$ cat config.mk
export PLATFORM = sky130hd
export DESIGN_NAME = imm_gen_pipe
export DESIGN_NICKNAME = d
export VERILOG_FILES = /design/src/rtl/imm_pkg.sv /design/src/rtl/imm_decode.sv /design/src/rtl/imm_gen_pipe.sv
export SDC_FILE = /design/constraint.sdc
export NUM_CORES = 1
export LEC_CHECK = 0
export BUFFER_PORTS_ARGS = -buffer_cell sky130_fd_sc_hd__clkbuf_2
export CAP_MARGIN = 20
export CORE_MARGIN = 2
export CORE_UTILIZATION = 57
export CTS_BUF_LIST = sky130_fd_sc_hd__clkbuf_8 sky130_fd_sc_hd__clkbuf_16
export DETAILED_ROUTE_END_ITERATION = 10
export PLACE_DENSITY_LB_ADDON = 0.05
export SLEW_MARGIN = 30
export SYNTH_ARGS = -nofsm -noshare
export SYNTH_HDL_FRONTEND = slang
export SYNTH_SLANG_ARGS = --single-unit
$ cat constraint.sdc
create_clock -name clk -period 2.24 [get_ports clk]
set_input_delay 0.224 -clock clk [delete_from_list [all_inputs] [get_ports clk]]
set_output_delay 0.224 -clock clk [all_outputs]
set_load 0.05 [all_outputs]
$ cat src/rtl/imm_pkg.sv
// imm_pkg: opcodes, immediate-type tags, buffer state and entry layout shared by imm_gen_pipe
package imm_pkg;

    localparam int MAX_XLEN = 64;

    localparam logic [6:0] OP_IMM    = 7'b0010011;
    localparam logic [6:0] OP_LOAD   = 7'b0000011;
    localparam logic [6:0] OP_JALR   = 7'b1100111;
    localparam logic [6:0] OP_STORE  = 7'b0100011;
    localparam logic [6:0] OP_BRANCH = 7'b1100011;
    localparam logic [6:0] OP_LUI    = 7'b0110111;
    localparam logic [6:0] OP_AUIPC  = 7'b0010111;
    localparam logic [6:0] OP_JAL    = 7'b1101111;
    localparam logic [6:0] OP_SYSTEM = 7'b1110011;

    typedef enum logic [2:0] {
        IMM_NONE,
        IMM_I,
        IMM_S,
        IMM_B,
        IMM_U,
        IMM_J,
        IMM_Z,
        IMM_C
    } imm_type_e;

    typedef enum logic [1:0] {
        EMPTY,
        ONE,
        FULL
    } state_e;

    // Fields are sized for the widest datapath; narrower builds use the low XLEN bits.
    typedef struct packed {
        logic [MAX_XLEN-1:0] imm;
        imm_type_e           itype;
        logic [MAX_XLEN-1:0] target;
        logic [MAX_XLEN-1:0] pc;
    } entry_t;

    localparam entry_t ENTRY_RST = '{imm: '0, itype: IMM_NONE, target: '0, pc: '0};

endpackage

$ cat src/rtl/imm_decode.sv
// imm_decode: combinational opcode-to-immediate/type decode; IMM_GEN_RVC_EN adds compressed (IMM_C) decode
module imm_decode
    import imm_pkg::*;
#(
    parameter int XLEN = 32
) (
    input  logic [31:0]     instr,
    output logic [XLEN-1:0] imm,
    output imm_type_e       itype
);

    logic [6:0]  op;
    logic [31:0] imm32;
    logic [31:0] i_imm, s_imm, b_imm, u_imm, j_imm, z_imm;

    assign op    = instr[6:0];
    assign i_imm = {{20{instr[31]}}, instr[31:20]};
    assign s_imm = {{20{instr[31]}}, instr[31:25], instr[11:7]};
    assign b_imm = {{19{instr[31]}}, instr[31], instr[7], instr[30:25], instr[11:8], 1'b0};
    assign u_imm = {instr[31:12], 12'b0};
    assign j_imm = {{11{instr[31]}}, instr[31], instr[19:12], instr[20], instr[30:21], 1'b0};
    assign z_imm = {27'b0, instr[19:15]};

    // Every 32-bit value here is either sign-extended or has bit 31 clear, so one sign extension serves all.
    assign imm = XLEN'($signed(imm32));

    // Select the immediate format from the major opcode; unknown encodings yield a zero immediate.
    always_comb begin
        itype = IMM_NONE;
        imm32 = '0;
        if (op == OP_IMM || op == OP_LOAD || op == OP_JALR) begin
            itype = IMM_I;
            imm32 = i_imm;
        end else if (op == OP_STORE) begin
            itype = IMM_S;
            imm32 = s_imm;
        end else if (op == OP_BRANCH) begin
            itype = IMM_B;
            imm32 = b_imm;
        end else if (op == OP_LUI || op == OP_AUIPC) begin
            itype = IMM_U;
            imm32 = u_imm;
        end else if (op == OP_JAL) begin
            itype = IMM_J;
            imm32 = j_imm;
        end else if (op == OP_SYSTEM && instr[14]) begin
            itype = IMM_Z;
            imm32 = z_imm;
        end
`ifdef IMM_GEN_RVC_EN
        if (instr[1:0] == 2'b01 && (instr[15:13] == 3'b000 || instr[15:13] == 3'b010)) begin
            itype = IMM_C;
            imm32 = {{26{instr[12]}}, instr[12], instr[6:2]};
        end else if (instr[1:0] == 2'b00 && (instr[15:13] == 3'b010 || instr[15:13] == 3'b110)) begin
            itype = IMM_C;
            imm32 = {25'b0, instr[5], instr[12:10], instr[6], 2'b00};
        end else if (instr[1:0] == 2'b01 && (instr[15:13] == 3'b101 || instr[15:13] == 3'b001)) begin
            itype = IMM_C;
            imm32 = {{20{instr[12]}}, instr[12], instr[8], instr[10:9], instr[6], instr[7],
                     instr[2], instr[11], instr[5:3], 1'b0};
        end else if (instr[1:0] == 2'b01 && instr[15:14] == 2'b11) begin
            itype = IMM_C;
            imm32 = {{23{instr[12]}}, instr[12], instr[6:5], instr[2], instr[11:10], instr[4:3], 1'b0};
        end
`endif
    end

endmodule

$ cat src/rtl/imm_gen_pipe.sv
// imm_gen_pipe: immediate + PC-relative target generation behind a two-entry skid buffer; IMM_GEN_RVC_EN enables compressed decode
module imm_gen_pipe
    import imm_pkg::*;
#(
    parameter int XLEN = 32
) (
    input  logic            clk,
    input  logic            rst_n,
    input  logic            flush,
    input  logic            in_valid,
    output logic            in_ready,
    input  logic [31:0]     in_instr,
    input  logic [XLEN-1:0] in_pc,
    output logic            out_valid,
    input  logic            out_ready,
    output logic [XLEN-1:0] out_imm,
    output logic [2:0]      out_type,
    output logic [XLEN-1:0] out_target,
    output logic [XLEN-1:0] out_pc
);

    imm_type_e       dec_type;
    logic [XLEN-1:0] dec_imm, dec_target;
    entry_t          in_e, main_q, skid_q;
    state_e          state, state_nx;
    logic            acc, drn;

    imm_decode #(.XLEN(XLEN)) u_dec (
        .instr (in_instr),
        .imm   (dec_imm),
        .itype (dec_type)
    );

    assign dec_target = in_pc + dec_imm;
    assign in_e = '{imm: MAX_XLEN'(dec_imm), itype: dec_type,
                    target: MAX_XLEN'(dec_target), pc: MAX_XLEN'(in_pc)};

    assign out_valid  = state != EMPTY;
    assign in_ready   = state != FULL;
    assign acc        = in_valid && in_ready;
    assign drn        = out_valid && out_ready;
    assign out_imm    = main_q.imm[XLEN-1:0];
    assign out_type   = main_q.itype;
    assign out_target = main_q.target[XLEN-1:0];
    assign out_pc     = main_q.pc[XLEN-1:0];

    if (XLEN < MAX_XLEN) begin : g_narrow
        logic unused_hi;
        assign unused_hi = ^{main_q.imm[MAX_XLEN-1:XLEN], main_q.target[MAX_XLEN-1:XLEN],
                             main_q.pc[MAX_XLEN-1:XLEN]};
    end

    // Occupancy state register.
    always_ff @(posedge clk or negedge rst_n) begin
        if (!rst_n) state <= EMPTY;
        else        state <= state_nx;
    end

    // Occupancy transitions; flush overrides any concurrent accept or drain.
    always_comb begin
        state_nx = state;
        if (flush)                state_nx = EMPTY;
        else if (state == EMPTY)  state_nx = acc ? ONE : EMPTY;
        else if (state == ONE)    state_nx = (acc && !drn) ? FULL : (drn && !acc) ? EMPTY : ONE;
        else                      state_nx = drn ? ONE : FULL;
    end

    // Main is the head of the FIFO; skid only holds the second entry while main is stalled.
    always_ff @(posedge clk or negedge rst_n) begin
        if (!rst_n) begin
            main_q <= ENTRY_RST;
            skid_q <= ENTRY_RST;
        end else if (!flush) begin
            if (state == FULL) begin
                if (drn) main_q <= skid_q;
            end else if (acc && (state == EMPTY || drn)) begin
                main_q <= in_e;
            end else if (acc) begin
                skid_q <= in_e;
            end
        end
    end

endmodule

# Word level (Yosys, flattened, before mapping)
# Cells that the tools add are included.
[word_totals] output_inout_bits=101 elab_cells=65 regBits=200
[op_classes] add_sub_neg=1 bitwise_logic=3 n_reduce_logical=17 eq_ne=13 muxes=22
[ops] operator="two-way mux 163 bit" n=3
[ops] operator="two-way mux 32 bit" n=5
[ops] operator="adder 32 bit" n=1
[ops] operator="== test 7 bit (second input constant)" n=4
[ops] operator="two-way mux 3 bit" n=6
[ops] operator="== test 7 x 5 -> 1 bit (second input constant)" n=2
[ops] operator="== test 7 x 6 -> 1 bit (second input constant)" n=2
[ops] operator="two-way mux 2 bit" n=5
[ops] operator="== test 7 x 2 -> 1 bit (second input constant)" n=1
[ops] operator="logical AND 1 bit" n=6
[ops] operator="two-way mux 5 bit" n=1
[ops] operator="logical OR 1 bit" n=4
[ops] operator="inequality test 2 bit (second input constant)" n=2
[ops] operator="AND reduction 4 bit" n=1
[ops] operator="nonzero test 2 bit" n=2
[ops] operator="inverter 1 bit" n=3
[ops] operator="AND reduction 3 bit" n=1
[ops] operator="== test 2 x 1 -> 1 bit (second input constant)" n=1
[ops] operator="== test 2 bit (second input constant)" n=1
[ops] operator="logical NOT 1 bit" n=2
[ops] operator="logical NOT 2 bit" n=1
[ops] operator="two-way mux 1 bit" n=2

# Logic depth before layout (Yosys ltp)
[depth] ltp_word=11 mapped_depth=16

# Modules after synthesis
# From an unflattened synthesis, not the netlist that was laid out.
[hier_totals] cells_unflattened=1307 hier_area_um2=10791.6
[by_module_without_submodules] module="imm_gen_pipe" cells_each=1220 area_per_inst_um2=10172.3 seq_area_each_um2=5004.8 n_inst=1
[by_module_without_submodules] module="imm_decode" cells_each=87 area_per_inst_um2=619.3 seq_area_each_um2=0.0 n_inst=1

# Least setup slack after synthesis
# OpenSTA, ideal clock, no wires.
[synth_timing] path_type="input port to flip-flop" startpoint="input in_instr[6]" endpoint="register main_q, in the netlist out_target[30]" setup_slack_ns=-1.060 arrival_ns=3.214 path_stages=15 path_buffers=1 t_required_ns=2.153 setup_ns=0.087 cell_sequence="clkbuf_1 nand4b_1 nor2_1 a222oi_1 inv_1 ha_1 inv_1 fa_1 and2b_1 o2111ai_2 a211oi_2 o21ai_2 and3_4 or4_4 o211ai_1"
[synth_between] elab_chain_cells=11
[synth_lines] element="from (decl)" line="imm_gen_pipe.sv:12" source="input logic [31:0] in_instr,"
[synth_lines] element="== test 7 bit" line="imm_decode.sv:46" source="end else if (op == OP_SYSTEM && instr[14]) begin"
[synth_lines] element="logical AND 1 bit" line="imm_decode.sv:46"
[synth_lines] element="two-way mux 5 bit" line="imm_decode.sv:46"
[synth_lines] element="two-way mux 32 bit" line="imm_decode.sv:43" source="end else if (op == OP_JAL) begin"
[synth_lines] element="two-way mux 32 bit" line="imm_decode.sv:40" source="end else if (op == OP_LUI || op == OP_AUIPC) begin"
[synth_lines] element="two-way mux 32 bit" line="imm_decode.sv:37" source="end else if (op == OP_BRANCH) begin"
[synth_lines] element="two-way mux 32 bit" line="imm_decode.sv:34" source="end else if (op == OP_STORE) begin"
[synth_lines] element="two-way mux 32 bit (*)" line="imm_decode.sv:31" source="if (op == OP_IMM || op == OP_LOAD || op == OP_JALR) begin"
[synth_lines] element="via dec_imm[0]" line="imm_gen_pipe.sv:23" source="logic [XLEN-1:0] dec_imm, dec_target;"
[synth_lines] element="adder 32 bit (*)" line="imm_gen_pipe.sv:34" source="assign dec_target = in_pc + dec_imm;"
[synth_lines] element="two-way mux 163 bit (*)" line="imm_gen_pipe.sv:76" source="end else if (acc && (state == EMPTY || drn)) begin"
[synth_lines] element="two-way mux 163 bit (*)" line="imm_gen_pipe.sv:74" source="if (state == FULL) begin"
[synth_lines] element="to (signal assigned)" line="imm_gen_pipe.sv:75" source="if (drn) main_q <= skid_q;"
[synth_lines] element="to (signal assigned)" line="imm_gen_pipe.sv:77" source="main_q <= in_e;"
[synth_lines] element="to (decl)" line="imm_gen_pipe.sv:24" source="entry_t in_e, main_q, skid_q;"
# The timed path passes the listed nets; every way through them passes the cells marked *. The select of a mux whose other input is x is not followed.
# A chain may end at the register's enable or synchronous reset.

# Worst setup path after layout
[layout_timing] startpoint="input in_instr[2]" endpoint="register skid_q[94] in the netlist's numbering"
[layout_between] elab_chain_cells=9
[layout_lines] element="== test 7 bit" line="imm_decode.sv:46"
[layout_lines] element="logical AND 1 bit" line="imm_decode.sv:46"
[layout_lines] element="two-way mux 5 bit" line="imm_decode.sv:46"
[layout_lines] element="two-way mux 32 bit" line="imm_decode.sv:43"
[layout_lines] element="two-way mux 32 bit" line="imm_decode.sv:40"
[layout_lines] element="two-way mux 32 bit" line="imm_decode.sv:37"
[layout_lines] element="two-way mux 32 bit" line="imm_decode.sv:34"
[layout_lines] element="two-way mux 32 bit (*)" line="imm_decode.sv:31"
[layout_lines] element="via dec_imm[2]" line="imm_gen_pipe.sv:23"
[layout_lines] element="adder 32 bit (*)" line="imm_gen_pipe.sv:34"
[layout_lines] element="to (signal assigned)" line="imm_gen_pipe.sv:79" source="skid_q <= in_e;"
[layout_lines] element="to (decl)" line="imm_gen_pipe.sv:24"
# The timed path passes the listed nets; every way through them passes the cells marked *.

==> run metrics <==
status finished, violations left; failing checks negative setup slack; GR Overflow Total 0; sequential share of the synthesized area a little under half; Tightest Hold Check Type input port to register; Leakage Power roughly 7.4 nW; layer with the highest usage met2; synthesis warning total 0; Worst EP arrival 3.34 ns; area leader, netlist dfrtp_1; CTS sink count 200; reg2reg path depth 7; Rows 49; Max-Cap Viols 0; latest clock arrival within the worst-skew pair roughly 0.44 ns; DR vias 11100; slew at the pin closest to its max-slew limit 0.522 ns; top cell type's share of synthesized area between 40% and 50%; antenna cell count 0; Critical-path top delay cell or4_4; Syn Inst Count around 1300; launch point of the worst reg-to-reg path state[1]$_DFF_PN0_; crit-path max FO 6; post-route ant nets 0; mean post-synth cell area approximately 8.4 sq um; crit path capture type register; Nets around 1700; CP Class input port to register; largest net degree at the start of global routing 84; Cell Pwr Density between 700 and 800 mW/mm^2; Final min period around 3 ns; DRT Wirelength between 30 and 40 mm; critical path's top delay family compound AO/OA/AOI/OAI gates; Final HPWL DP between 20 and 25 mm; Setup TNS -31.52 ns; io pins 170; Post-Syn Area ~0.011 sq mm; Mapped Nets approximately 1400; ys async rst share 100%; die area a little under 0.02 sq mm; main area contributors after synthesis dfrtp_1 (48%), nand2_1 (11%), o21ai_0 (6.3%); antenna violations before repair 0; Util after Layout roughly 85%; Worst setup SP type input port; internal reg-to-reg setup slack 0.20 ns; Worst Setup SP in_instr[2]; maximum vdd drop 0.602 mV; most numerous cell in the Yosys netlist nand2_1; Pins Over Slew Limit 0; Clock Skew 0.00878 ns; CTS buffer count 17; final worst setup slack -0.756 ns; Max Root-Sink Buffers 2; endpoints failing setup between 50 and 60; placer congestion estimate 0.981; fraction of layout cells with a size suffix above 1 around two fifths; WP depth 15; CP Data Required Time between 2 and 3 ns; CP cell instances buf_8, and4b_1, buf_4, o21ba_4, a222oi_1, buf_4, inv_4, ha_4, and2b_1, o2111ai_2, a211oi_2, o21ai_2, and3_4, or4_4, o211ai_1; vias per cell approximately 6.0; crit path capture skid_q[94]$_DFFE_PN0P_; Slew headroom about two thirds; M1 GR Usage 49.9%; most frequent CP cell buf_4; vias in the first global route roughly 10000; DP Worst Slack -1.21 ns; CTS tree yes; Buf+Inv Stages, Crit Path 4; core area about 0.018 sq mm; reg2reg end out_target[26]$_DFFE_PN0P_; PortBufs 169; global-route wire length before repair 55.5 mm; Synth top cells by count nand2_1 (307), dfrtp_1 (200), o21ai_0 (132), nor2_1 (121), a21oi_1 (91); drt pass-1 iters 6; All-Layer GR Usage roughly 36%; RSZ-0062 raised after global routing yes; Synth Flop Type dfrtp_1; fillers a little over 1000; Die Ht roughly 140 um; Initial Utilization roughly 58%; CTS H-tree depth 4; Syn-to-layout area delta 45.1%; DR WL/cell about 20 um; Die Wd between 100 and 150 um; EDFF count, synth 0; Yosys cell types 69; Max Clock Freq 0.334 GHz; synthesis-stage register bit count 200; grt met3 use 5.75%; Clock Tree Root clkbuf_16; DR iter-0 viols 1164; Tcrit/Tclk final 134%; Remaining DRCs 0; CP peak stage delay 0.42 ns; global routing usage on met2 ~56%; clock-pin slew on the worst setup and hold paths 0.07 ns; Final Hold Viols 0
## sequential cells by signal, summed over array words and instances, names as in the netlist
register	count
state	2
out_imm	32
skid_q	99
out_pc	32
out_type	3
out_target	32
## worst min-delay path: cells and delay by family
family / cells / cell delay [ns]
and+or+nand+nor: 2 / 0.10
buffers and inverters: 1 / 0.11
## timing repair
action                                  CTS  global route
gates resized for setup                 156           103
pin swaps                                68            85
endpoints found under the hold margin    48             0
hold buffers                              1             0
buffers inserted                         33            17
endpoints found under the setup margin   55            58
## per-stage QoR
step	hold slack (ns)	area, sq um	cells	total power (W)
3_3_place_gp	0.216	13100	1767	0.00749
2_1_floorplan	-0.0716	10700	1258	0.00652
6_report	0.0251	15300	1846	0.0111
4_1_cts	0.0149	14800	1832	0.0110
3_5_place_dp	0.216	13100	1767	0.00757
5_1_grt	0.0379	15300	1846	0.0116
## where the power goes
group	switching, W	leakage (nW)	internal (W)
clock network	0.00149	0.304	0.00178
logic	0.00223	4.56	0.00105
registers	0.000361	2.54	0.00424
## cell type report
class                      count  area, sq um  area share (%)
timing repair buffer         411         2970            19.4
multi-input combinational    933         6230            40.8
sequential                   200         5000            32.8
clock inverter                12          154            1.01
clock buffer                  20          467            3.06
tap                          229          287            1.88
inverter                      41          163            1.07
## logic make-up (layout without fill, tap and decap cells)
family | Yosys count | count (layout) | share of synthesized area, %
xor+xnor | 28 | 28 | 2.33
mux | 6 | 6 | 0.571
fa+ha+maj | 33 | 33 | 4.00
buf+inv | 125 | 484 | 4.78
flops | 200 | 200 | 47.6
compound gates | 370 | 370 | 21.0
simple gates | 496 | 496 | 19.7
## per-layer routing
layer / part of all wire, % / up-vias
li1: - / 4996
met1: 40 / 5305
met2: 47 / 650
met3: 8.5 / 143
met4: 4.7 / 0
met5: 0 / -
## worst min-delay path by stage
stage,from,endpoint,cells after the start
final,in_pc[29],skid_q[29]$_DFFE_PN0P_,3
after global routing,in_pc[30],skid_q[30]$_DFFE_PN0P_,3
after CTS,in_pc[30],skid_q[30]$_DFFE_PN0P_,3
after detailed placement,rst_n,state[1]$_DFF_PN0_,1
after global placement,rst_n,state[1]$_DFF_PN0_,1
after floorplan,rst_n,out_imm[0]$_DFFE_PN0P_,0
## cells in the final DEF, fill, tap and decap left out, types with 6 or more instances in the layout
cell type / n
a21oi_1: 65
a21o_1: 19
a21oi_2: 17
a31oi_1: 34
xor2_2: 8
nand3_1: 9
xnor2_1: 6
buf_6: 24
a211oi_1: 10
a21oi_4: 9
buf_12: 12
nor2_1: 111
mux2i_1: 6
buf_4: 207
nand2_1: 299
ha_4: 26
o21ai_2: 17
o211ai_1: 10
clkbuf_2: 160
clkbuf_16: 17
a31oi_4: 6
nand2_2: 7
dfrtp_1: 200
o21ai_1: 38
o21a_1: 17
and3_1: 12
inv_2: 9
o21ai_0: 80
nor2_2: 6
nand4_1: 12
inv_1: 29
(Power assumes the default switching activity.)
